<file path="src/rtl/user_clock_pkg.sv">
// rtl/user_clock_pkg.sv - shared mode encodings and step FSM state type for user_clock and its input conditioner
package user_clock_pkg;

   localparam logic [1:0] MODE_SLOW       = 2'b00;
   localparam logic [1:0] MODE_SINGLESTEP = 2'b01;
   localparam logic [1:0] MODE_FAST       = 2'b10;
   localparam logic [1:0] MODE_FASTEST    = 2'b11;

   typedef enum logic [2:0] {
      IDLE,
      PRESS_WAIT,
      PRESSED,
      RELEASE_WAIT,
      REPEAT
   } step_state_t;

endpackage

</file>
<file path="src/rtl/sync_2ff.sv">
// rtl/sync_2ff.sv - plain two-flop synchroniser, cleared by synchronous reset
module sync_2ff #(
   parameter int WIDTH = 1
) (
   input  logic             clk,
   input  logic             reset,
   input  logic [WIDTH-1:0] d,
   output logic [WIDTH-1:0] q
);

   logic [WIDTH-1:0] meta;

   always_ff @(posedge clk) begin
      if (reset) begin
         meta <= '0;
         q    <= '0;
      end else begin
         meta <= d;
         q    <= meta;
      end
   end

endmodule

</file>
<file path="src/rtl/step_input_conditioner.sv">
// rtl/step_input_conditioner.sv - synchronise and debounce step button and mode switches for user_clock
// Optional auto-repeat of the step button while held: STEP_AUTO_REPEAT_EN.
module step_input_conditioner
   import user_clock_pkg::*;
#(
   parameter int DEBOUNCE_CYCLES = 500000
`ifdef STEP_AUTO_REPEAT_EN
   ,
   parameter int REPEAT_DELAY    = 25000000,
   parameter int REPEAT_HALF     = 2500000
`endif
) (
   input  logic        source_clock,
   input  logic        reset,
   input  logic        step_raw,
   input  logic [1:0]  mode_raw,
   output logic        step,
   output logic [1:0]  mode,
   output logic        step_pulse,
   output logic [15:0] press_count
);

   localparam logic [31:0] DEB_LAST = 32'(DEBOUNCE_CYCLES - 1);
`ifdef STEP_AUTO_REPEAT_EN
   localparam logic [31:0] REP_LAST  = 32'(REPEAT_DELAY - 1);
   localparam logic [31:0] HALF_LAST = 32'(REPEAT_HALF - 1);
`endif

   logic        s_step;
   logic [1:0]  s_mode;
   logic [1:0]  s_mode_q;
   logic [31:0] mcnt;

   step_state_t state, state_n;
   logic [31:0] cnt, cnt_n;
   logic        step_n;
   logic        rise;
   logic [15:0] press_cnt;

   sync_2ff #(.WIDTH(1)) u_sync_step (
      .clk   (source_clock),
      .reset (reset),
      .d     (step_raw),
      .q     (s_step)
   );

   sync_2ff #(.WIDTH(2)) u_sync_mode (
      .clk   (source_clock),
      .reset (reset),
      .d     (mode_raw),
      .q     (s_mode)
   );

   assign press_count = press_cnt;

   always_ff @(posedge source_clock) begin
      if (reset) begin
         state      <= IDLE;
         cnt        <= '0;
         step       <= 1'b0;
         step_pulse <= 1'b0;
         press_cnt  <= '0;
      end else begin
         state      <= state_n;
         cnt        <= cnt_n;
         step       <= step_n;
         step_pulse <= rise;
         if (rise)
            press_cnt <= press_cnt + 16'd1;
      end
   end

   // cnt is shared by all states and restarts from zero on every transition.
   always_comb begin
      state_n = state;
      cnt_n   = cnt;
      step_n  = step;
      rise    = 1'b0;
      case (state)
         IDLE: begin
            step_n = 1'b0;
            if (s_step) begin
               state_n = PRESS_WAIT;
               cnt_n   = '0;
            end
         end
         PRESS_WAIT: begin
            if (!s_step) begin
               state_n = IDLE;
               cnt_n   = '0;
            end else if (cnt == DEB_LAST) begin
               state_n = PRESSED;
               cnt_n   = '0;
               step_n  = 1'b1;
               rise    = 1'b1;
            end else begin
               cnt_n = cnt + 32'd1;
            end
         end
         PRESSED: begin
            step_n = 1'b1;
            if (!s_step) begin
               state_n = RELEASE_WAIT;
               cnt_n   = '0;
            end
`ifdef STEP_AUTO_REPEAT_EN
            else if (cnt == REP_LAST) begin
               state_n = REPEAT;
               cnt_n   = '0;
               step_n  = 1'b0;
            end else begin
               cnt_n = cnt + 32'd1;
            end
`endif
         end
         RELEASE_WAIT: begin
            if (s_step) begin
               state_n = PRESSED;
               cnt_n   = '0;
               step_n  = 1'b1;
`ifdef STEP_AUTO_REPEAT_EN
               // Step may be low here if the release began during a repeat low phase.
               rise    = !step;
`endif
            end else if (cnt == DEB_LAST) begin
               state_n = IDLE;
               cnt_n   = '0;
               step_n  = 1'b0;
            end else begin
               cnt_n = cnt + 32'd1;
            end
         end
`ifdef STEP_AUTO_REPEAT_EN
         REPEAT: begin
            if (!s_step) begin
               state_n = RELEASE_WAIT;
               cnt_n   = '0;
            end else if (cnt == HALF_LAST) begin
               cnt_n  = '0;
               step_n = !step;
               rise   = !step;
            end else begin
               cnt_n = cnt + 32'd1;
            end
         end
`endif
         default: begin
            state_n = IDLE;
            cnt_n   = '0;
            step_n  = 1'b0;
         end
      endcase
   end

   // s_mode_q detects a fresh change of the synchronised switches so the count restarts.
   always_ff @(posedge source_clock) begin
      if (reset) begin
         mode     <= MODE_SINGLESTEP;
         mcnt     <= '0;
         s_mode_q <= '0;
      end else begin
         s_mode_q <= s_mode;
         if ((s_mode != s_mode_q) || (s_mode == mode)) begin
            mcnt <= '0;
         end else if (mcnt == DEB_LAST) begin
            mode <= s_mode;
            mcnt <= '0;
         end else begin
            mcnt <= mcnt + 32'd1;
         end
      end
   end

endmodule
</file>
<file path="config.mk">
export PLATFORM = sky130hd
export DESIGN_NAME = step_input_conditioner
export DESIGN_NICKNAME = d
export VERILOG_FILES = /design/src/rtl/user_clock_pkg.sv /design/src/rtl/sync_2ff.sv /design/src/rtl/step_input_conditioner.sv
export SDC_FILE = /design/constraint.sdc
export NUM_CORES = 1
export LEC_CHECK = 0
export BUFFER_PORTS_ARGS = -buffer_cell sky130_fd_sc_hd__buf_2
export CAP_MARGIN = 40
export CORE_MARGIN = 4
export CORE_UTILIZATION = 40
export DETAILED_ROUTE_END_ITERATION = 10
export PLACE_DENSITY = 0.65
export SYNTH_ARGS = -nofsm -noshare
export SYNTH_HDL_FRONTEND = slang
export SYNTH_SLANG_ARGS = --single-unit
</file>
<file path="constraint.sdc">
create_clock -name source_clock -period 2.5 [get_ports source_clock]
set_input_delay 0.5 -clock source_clock [delete_from_list [all_inputs] [get_ports source_clock]]
set_output_delay 0.5 -clock source_clock [all_outputs]
set_load 0.01 [all_outputs]
</file>
==> summary.txt, run 1 <==
Outcome
  – Status: finished clean

Logic synthesis
  – Yosys cell types: 51
  – Post-synth EDFFs: 0
  – Synth async-reset ratio: 0%
  – Syn Area/Cell: 8.23 sq um
  – Cells after synthesis: 576
  – Syn Nets: 588
  – Synth Register Bits: 94
  – Sequential area share after synthesis: 39.7%
  – Synth Warn #: 0
  – Main synth FF type: dfxtp_1
  – Synthesized area: 0.00474 sq mm

Power and ir drop
  – Leak: 0.00179 uW
  – Sequential fraction of design power: 47.8%
  – Sw Ratio: 23.1%
  – Logic pwr share: 5.9%
  – Psw: 736 uW
  – Pwr Total: 3180 uW
  – Clock power share: 46.3%
  – Peak VDD IR: 0.000310 V
  – Pint: 2450 uW
  – Power Density: 588 mW/mm^2

Setup path
  – Crit path required time: 2.78 ns
  – Crit Path Class: flip-flop to flip-flop
  – Startpoint types: flip-flop
  – Worst setup EP type: flip-flop
  – Largest driver fanout on the critical path: 8
  – Crit path DAT: 2.65 ns

STA
  – Maximum clock rate: 422 MHz
  – Final setup TNS: 0 ns
  – Clock skew: 0.00940 ns
  – Final period util: 94.8%
  – Final period demand of the worst path: 2.37 ns
  – Final Hold Vio Count: 0
  – Fin worst setup slack: 0.131 ns
  – Slew @ Worst Pin: 0.718 ns
  – Max Slew Vio Count: 0
  – Final setup fails: 0
  – Slew HR: 51.7%
  – RSZ-0062 raised after global routing: no

GRT
  – Total routing usage reported by global routing: 17.4%
  – Vias in the first global route: 3990
  – Initial antenna violation count: 0
  – Largest net degree at the start of global routing: 38
  – First-pass GRT wire length: 19.2 mm
  – Gr ovfl total: 0

Route
  – Remaining antenna violation count: 0
  – Post-route DRC: 0
  – Vias: 4389
  – DRT Wirelength: 11.4 mm
  – Routed len/inst: 15.2 um
  – Vias per Instance: 5.85
  – Iteration-0 DRC Markers: 345
  – Drt pass-1 iters: 5

Finish
  – Fill cell count: 1112
  – Final nets: 614
  – Layout area overhead: 14.1%
  – Post-Layout Cell Count: 750
  – Fraction of layout cells with a size suffix above 1: 11.2%
  – Design area: 0.00541 sq mm
  – Ant diodes: 0

Placement
  – Post-placement cell count: 733
  – Gpl congestion: 0.859
  – DP Worst Slack: 0.0732 ns
  – DP Area: 0.00507 sq mm
  – DPL Wire Length: 7.88 mm
  – IO buf count: 24

Die
  – # IOs: 25
  – Core area: 0.0115 sq mm
  – Die Wd: 117 um
  – Die ar.: 0.0137 sq mm
  – Chip height: 117 um
  – Starting Density: 41.2%
  – Row cnt: 39

Clock tree
  – Clock latency at the later pin of the worst-skew pair: 0.35 ns
  – Sink Count: 94
  – CTS tree: built
  – Max H-tree Level: 3
  – CTS buffer count: 9
  – Root buf cell: clkbuf_16
  – Worst-path clk slew: 0.07 ns
  – CTS max path bufs: 2

Run
  – Maxcap violations: 0

Min path
  – Hold Crit Class: input pin to flip-flop
==> sequential cells by signal, indices dropped and copies added, names as in the netlist, named ones only <==
name and flops:
cnt 32, mcnt 32, press_count 16, mode 2
s_mode_q 2, u_sync_mode.meta 2, u_sync_mode.q 2, state 1
step 1, step_pulse 1, u_sync_step.meta 1, u_sync_step.q 1
==> synthesized netlist by cell type (all sizes together) (9+ instances only) <==
cell type	instances	area [sq um]
and4	11	96.3
and2	11	68.8
xor2	22	193
nand4	30	188
o21ai	12	60.1
nand2	50	188
a21oi	30	150
a31oi	14	87.6
nor2	64	240
o31ai	9	67.6
nor3	14	70.1
nor2b	10	62.6
inv	15	56.3
or4	22	165
and3	10	62.6
or3	10	62.6
dfxtp	94	1880
clkbuf	21	78.8
nor4	19	146
xnor2	20	175
nand3	41	205
==> worst max-delay path, stage by stage, from the launching register on <==
cell and delay [ns]:
dfxtp_1 0.38, nor4_2 0.33, buf_4 0.18, nand3_1 0.09
or4b_1 0.65, or4_1 0.53, a21oi_1 0.15
==> per-stage QoR <==
step	hold WS [ns]	utilization [%]
2_1_floorplan	0.414	-
3_3_place_gp	0.421	44.0
3_5_place_dp	0.425	44.0
4_1_cts	0.384	46.8
5_1_grt	0.409	47.0
6_report	0.395	47.0
==> cell usage in the layout, fill, tap and decap left out, types with 2 or more instances in the layout <==
master / synthesis / final
dfxtp_1: 94 / 94
nor2_1: 64 / 64
nand2_1: 50 / 50
nand3_1: 41 / 41
nand4_1: 30 / 30
a21oi_1: 30 / 30
buf_2: 3 / 24
xor2_1: 22 / 22
or4_1: 22 / 21
xnor2_1: 20 / 20
buf_4: 0 / 18
inv_1: 15 / 15
nor4_1: 16 / 15
nor3_1: 14 / 14
a31oi_1: 14 / 13
and4_1: 11 / 11
and2_1: 11 / 11
o21ai_0: 11 / 11
or3_1: 10 / 10
nor2b_1: 10 / 10
and3_1: 10 / 10
o31ai_1: 9 / 9
clkbuf_16: 0 / 9
ha_1: 7 / 7
mux2i_1: 6 / 6
o211ai_1: 3 / 3
nor4_2: 2 / 3
o41ai_1: 2 / 2
o32ai_1: 2 / 2
o21a_1: 2 / 2
inv_6: 0 / 2
bufinv_16: 0 / 2
==> metal layers <==
metal  track usage (%)  part of all wire, %  wire (um)
met1              23.2                   46       5290
met5                 0                    0          0
met4              5.20                  1.7        193
met3              4.27                  5.2        595
met2              28.0                   47       5330
==> cells by family (layout without fill, tap and decap cells) <==
logic type	count (synthesis)	count (layout)	share of synthesized area [%]
adders and majority gates	7	7	1.85
AOI/OAI and AO/OA	81	81	10.6
xor gates and xnor gates	42	42	7.76
DFF	94	94	39.7
muxes	7	7	1.50
buffers and inverters	43	74	3.80
and+or+nand+nor	302	302	34.9
==> final cells by class <==
cell class	count	area, sq um	share of cell area, %
clock buffer	10	229	4.23
clock inverter	6	91.3	1.69
inverter	15	56.3	1.04
multi-input combinational	439	2700	49.9
sequential	94	1880	34.8
tap	143	179	3.31
timing repair buffer	43	275	5.09
==> power groups by stage <==
stage / Sequential [uW] / Combinational, uW / Clock, uW
floorplan: 1550 / 124 / 0
global placement: 1560 / 180 / 0
detailed placement: 1560 / 183 / 0
CTS: 1520 / 184 / 1510
global route: 1520 / 205 / 1570
finish: 1520 / 188 / 1470
==> worst paths after layout <==
kind | start | to | slack, ns | cells past startpoint
min reg2reg | u_sync_mode.meta[1] | u_sync_mode.q[1] | 0.45 | 1
max | cnt[23] | press_count[11] | 0.13 | 6
max reg2reg | cnt[23] | press_count[11] | 0.13 | 6
min | step_raw | u_sync_step.meta | 0.40 | 2
==> repair_timing <==
item,in CTS,in global routing
hold buffers,0,0
endpoints found under the hold margin,0,0
setup endpoints to repair,0,11
gates resized for setup,0,2
buffers inserted,0,1
No activity file was read; power rests on OpenSTA's default activity.
==> run 2: changes to the inputs <==
--- a/config.mk
+++ b/config.mk
@@ -5,12 +5,12 @@
 export SDC_FILE = /design/constraint.sdc
 export NUM_CORES = 1
 export LEC_CHECK = 0
-export BUFFER_PORTS_ARGS = -buffer_cell sky130_fd_sc_hd__buf_2
 export CAP_MARGIN = 40
 export CORE_MARGIN = 4
 export CORE_UTILIZATION = 40
 export DETAILED_ROUTE_END_ITERATION = 10
-export PLACE_DENSITY = 0.65
+export DONT_BUFFER_PORTS = 1
+export PLACE_DENSITY = 0.63
 export SYNTH_ARGS = -nofsm -noshare
 export SYNTH_HDL_FRONTEND = slang
 export SYNTH_SLANG_ARGS = --single-unit
==> summary.txt, run 2 (same netlist as run 1, synthesis figures left out) <==
Outcome
  – Status: finished clean

Die
  – Die Wd: 117 um
  – Row cnt: 39
  – # IOs: 25
  – Chip height: 117 um
  – Die ar.: 0.0137 sq mm
  – Starting Density: 41.2%
  – Core area: 0.0115 sq mm

STA
  – Slew HR: 56.3%
  – Final setup fails: 0
  – Max Slew Vio Count: 0
  – Slew @ Worst Pin: 0.651 ns
  – Final Hold Vio Count: 0
  – Final period demand of the worst path: 2.34 ns
  – Final setup TNS: 0 ns
  – Clock skew: 0.0124 ns
  – Maximum clock rate: 427 MHz
  – RSZ-0062 raised after global routing: no
  – Final period util: 93.7%
  – Hold WS: 0.223 ns
  – Fin worst setup slack: 0.157 ns

Finish
  – Final nets: 590
  – Commonest non-fill, non-tap cell in the layout: dfxtp_1
  – Fraction of layout cells with a size suffix above 1: 7.89%
  – Commonest non-fill, non-tap cells in the layout: 94 x dfxtp_1, 64 x nor2_1, 50 x nand2_1, 41 x nand3_1
  – Layout area overhead: 10.7%
  – Ant diodes: 0
  – Util after Layout: 45.6%

Power and ir drop
  – Logic pwr share: 5.5%
  – Sequential fraction of design power: 50.7%
  – Peak VDD IR: 0.000327 V
  – Leak: 0.00164 uW
  – Sw Ratio: 24.9%
  – Psw: 747 uW
  – Power Density: 572 mW/mm^2
  – Clock power share: 43.8%
  – Pint: 2260 uW
  – Pwr Total: 3000 uW

Run
  – Maxcap violations: 0

Clock tree
  – CTS max path bufs: 2
  – Buffer count from post-CTS setup fixing: 0
  – Max H-tree Level: 3
  – Worst-path clk slew: 0.07 ns
  – Clock latency at the later pin of the worst-skew pair: 0.34 ns
  – Post-CTS Resized: 0
  – CTS tree: built
  – Post-CTS Hold Buffers: 0
  – CTS buffer count: 9
  – Sink Count: 94
  – Root buf cell: clkbuf_16

Route
  – Drt pass-1 iters: 4
  – Remaining antenna violation count: 0
  – Routed len/inst: 15.2 um
  – DRT Wirelength: 11.0 mm
  – Post-route DRC: 0
  – Iteration-0 DRC Markers: 355
  – Vias per Instance: 5.82
  – Vias: 4224

Setup path
  – Reg2reg setup slack: 0.16 ns
  – Startpoint types: flip-flop
  – Crit path DAT: 2.61 ns
  – Crit Path Class: flip-flop to flip-flop
  – Crit path required time: 2.76 ns
  – Worst setup EP type: flip-flop
  – Largest driver fanout on the critical path: 18

Placement
  – DPL Wire Length: 7.76 mm
  – Gpl congestion: 0.859
  – IO buf count: 0
  – DP Worst Slack: 0.0858 ns

GRT
  – Gr ovfl total: 0
  – First-pass GRT wire length: 18.5 mm
  – Total routing usage reported by global routing: 16.6%
  – Largest net degree at the start of global routing: 56
  – Initial antenna violation count: 0
  – Vias in the first global route: 3914

Min path
  – Hold Crit Class: input pin to flip-flop
## run 2: worst max-delay path, cell delays in order, from the launching register on
cell and delay, ns:
dfxtp_1 0.35, ha_1 0.23, and3_1 0.22, buf_4 0.16, and2_1 0.21, a31o_2 0.37
or4_1 0.55, a31oi_1 0.18
## run 2: area by class of cell
type | count | area [sq um]
Tap cell | 143 | 179
Inverter | 15 | 56.3
Sequential cell | 94 | 1880
Fill cell | 1108 | 6270
Multi-Input combinational cell | 439 | 2700
Clock inverter | 7 | 62.6
Clock buffer | 9 | 225
Timing Repair Buffer | 19 | 143
## run 2: final timing paths
| check | start | to | cells past startpoint |
|---|---|---|---|
| worst min register to register | u_sync_mode.meta[0] | u_sync_mode.q[0] | 1 |
| worst min-delay path | reset | mode[1] | 1 |
| worst max register to register | cnt[0] | cnt[6] | 7 |
| worst max-delay path | cnt[0] | cnt[6] | 7 |
## run 2: power by group through the flow
stage                     sequential (uW)  clock (uW)  combinational [uW]
after floorplan                      1550           0                 124
after global routing                 1520        1420                 182
final                                1520        1320                 166
after global placement               1560           0                 160
after CTS                            1520        1350                 164
after detailed placement             1560           0                 163
## run 2: metal layers
metal,part of all wire (%),track usage [%]
met5,0,0
met3,4.8,3.08
met2,46,26.4
met1,47,22.5
met4,1.8,6.19
## run 2: stage by stage
step           instance area [sq um]  cells
2_1_floorplan                   4740    576
3_3_place_gp                    4950    710
3_5_place_dp                    4950    710
4_1_cts                         5240    726
5_1_grt                         5250    726
6_report                        5250    726
==> run 3: changes to the inputs <==
==> constraint.sdc (replaced) <==
create_clock -name source_clock -period 2.5 [get_ports source_clock]
set_input_delay 0.125 -clock source_clock [delete_from_list [all_inputs] [get_ports source_clock]]
set_output_delay 0.125 -clock source_clock [all_outputs]
set_load 0.01 [all_outputs]
==> summary.txt, run 3 (same netlist as run 1, synthesis figures left out) <==
Setup path
  – Crit path DAT: 2.62 ns
  – Largest driver fanout on the critical path: 18
  – Worst flop-to-flop path endpoint: cnt[6]
  – Crit Path Class: flip-flop to flip-flop
  – Crit path required time: 2.76 ns
  – Startpoint types: flip-flop
  – Worst setup EP type: flip-flop
  – CP startpoint: cnt[0]
  – Reg2Reg Depth: 7
  – Critical path destination: cnt[6]
  – Worst r2r src: cnt[0]
  – Reg2reg setup slack: 0.15 ns

Clock tree
  – CTS tree: built
  – Worst-path clk slew: 0.07 ns
  – Sink Count: 94
  – Clock latency at the later pin of the worst-skew pair: 0.34 ns
  – CTS max path bufs: 2
  – Max H-tree Level: 3
  – CTS buffer count: 9
  – Root buf cell: clkbuf_16

GRT
  – Total routing usage reported by global routing: 17.0%
  – Initial antenna violation count: 0
  – First-pass GRT wire length: 18.8 mm
  – Largest net degree at the start of global routing: 49
  – Gr ovfl total: 0
  – Vias in the first global route: 3945

STA
  – RSZ-0062 raised after global routing: no
  – Slew HR: 56.1%
  – Maximum clock rate: 425 MHz
  – Final setup fails: 0
  – Final period demand of the worst path: 2.35 ns
  – Final Hold Vio Count: 0
  – Final period util: 94.1%
  – Slew @ Worst Pin: 0.654 ns
  – Fin worst setup slack: 0.147 ns
  – Clock skew: 0.00991 ns
  – Max Slew Vio Count: 0
  – Final setup TNS: 0 ns
  – Hold WS: 0.0407 ns

Power and ir drop
  – Peak VDD IR: 0.000326 V
  – Sw Ratio: 25.3%
  – Clock power share: 43.5%
  – Pint: 2260 uW
  – Leak: 0.00167 uW
  – Power Density: 571 mW/mm^2
  – Sequential fraction of design power: 50.2%
  – Logic pwr share: 6.3%
  – Psw: 765 uW

Min path
  – Hold path start: reset
  – Hold Crit Class: input pin to flip-flop

Finish
  – Commonest non-fill, non-tap cell in the layout: dfxtp_1
  – Layout area overhead: 11.9%
  – Final nets: 595
  – Commonest non-fill, non-tap cells in the layout: 94 x dfxtp_1, 64 x nor2_1, 50 x nand2_1, 41 x nand3_1
  – Design area: 0.00531 sq mm
  – Area of the multi-input gates: 0.00270 sq mm
  – Fraction of layout cells with a size suffix above 1: 7.99%
  – Fill cell count: 1104
  – Util after Layout: 46.1%
  – Ant diodes: 0
  – Register area: 0.00188 sq mm

Route
  – Metal2 WL: 5.20 mm
  – Routed len/inst: 15.5 um
  – DRT Wirelength: 11.3 mm
  – Uppermost routed layer: met4
  – Vias: 4282
  – Remaining antenna violation count: 0
  – Drt pass-1 iters: 5
  – Met3 wire len: 431 um
  – Post-route DRC: 0
  – Vias per Instance: 5.86
  – Iteration-0 DRC Markers: 321
  – Met1 Wirelength: 5.50 mm

Die
  – # IOs: 25
  – Die Wd: 117 um
  – Row cnt: 39
  – Core area: 0.0115 sq mm
  – Starting Density: 41.2%
  – Die ar.: 0.0137 sq mm
  – Chip height: 117 um

Placement
  – DP Area: 0.00495 sq mm
  – DPL Wire Length: 7.76 mm
  – DP Worst Slack: 0.0858 ns
  – Gpl congestion: 0.859
  – IO buf count: 0

Outcome
  – Status: finished clean

Run
  – Maxcap violations: 0
-- run 3: cell count changes in the layout (fill, tap and decap cells not counted), sizes merged --
| cell | previous run | this run |
|---|---|---|
| dlygate4sd3 | 0 | 4 |
| buf | 19 | 20 |
-- run 3: stage by stage --
stage	instances	total power (uW)
after floorplan	576	1680
after global placement	710	1720
after detailed placement	710	1720
after CTS	731	3060
after global routing	731	3150
final	731	3030
-- run 3: metal layers --
layer,global-route usage [%],vias to the layer above
met5,0,-
met2,26.7,86
met3,3.03,15
met1,23.3,2067
met4,6.27,0
li1,-,2114
-- run 3: critical path, stage by stage (launching register included) --
cell and delay [ns]:
dfxtp_1 0.35, ha_1 0.23, and3_1 0.22, buf_4 0.16
and2_1 0.21, a31o_2 0.37, or4_1 0.55, a31oi_1 0.18
-- run 3: timing repair --
action / in CTS / in global routing
endpoints found under the setup margin: 0 / 18
setup buffers: 0 / 0
gates resized for setup: 0 / 3
hold buffers: 5 / 0
hold endpoints to repair: 48 / 0
-- run 3: power groups by stage --
stage | clock, uW | sequential [uW] | combinational (uW)
final | 1320 | 1520 | 190
after global routing | 1420 | 1520 | 206
after CTS | 1350 | 1520 | 186
after detailed placement | 0 | 1560 | 163
after global placement | 0 | 1560 | 160
after floorplan | 0 | 1550 | 124
-- run 3: layout make-up --
cell class	count	area share (%)
multi-input combinational	439	50.9
sequential	94	35.4
clock buffer	9	4.24
timing repair buffer	24	3.82
tap	143	3.37
clock inverter	7	1.18
inverter	15	1.06
-- run 3: how the worst min path moves through the flow --
stage | to | slack, ns | cells past startpoint
final | mode[0] | 0.04 | 2
after global routing | flip-flop | 0.05 | 2
after CTS | mode[0] | 0.01 | 2
after detailed placement | press_count[4] | 0.20 | 1
after global placement | press_count[5] | 0.20 | 1
after floorplan | u_sync_mode.meta[0] | 0.25 | 1
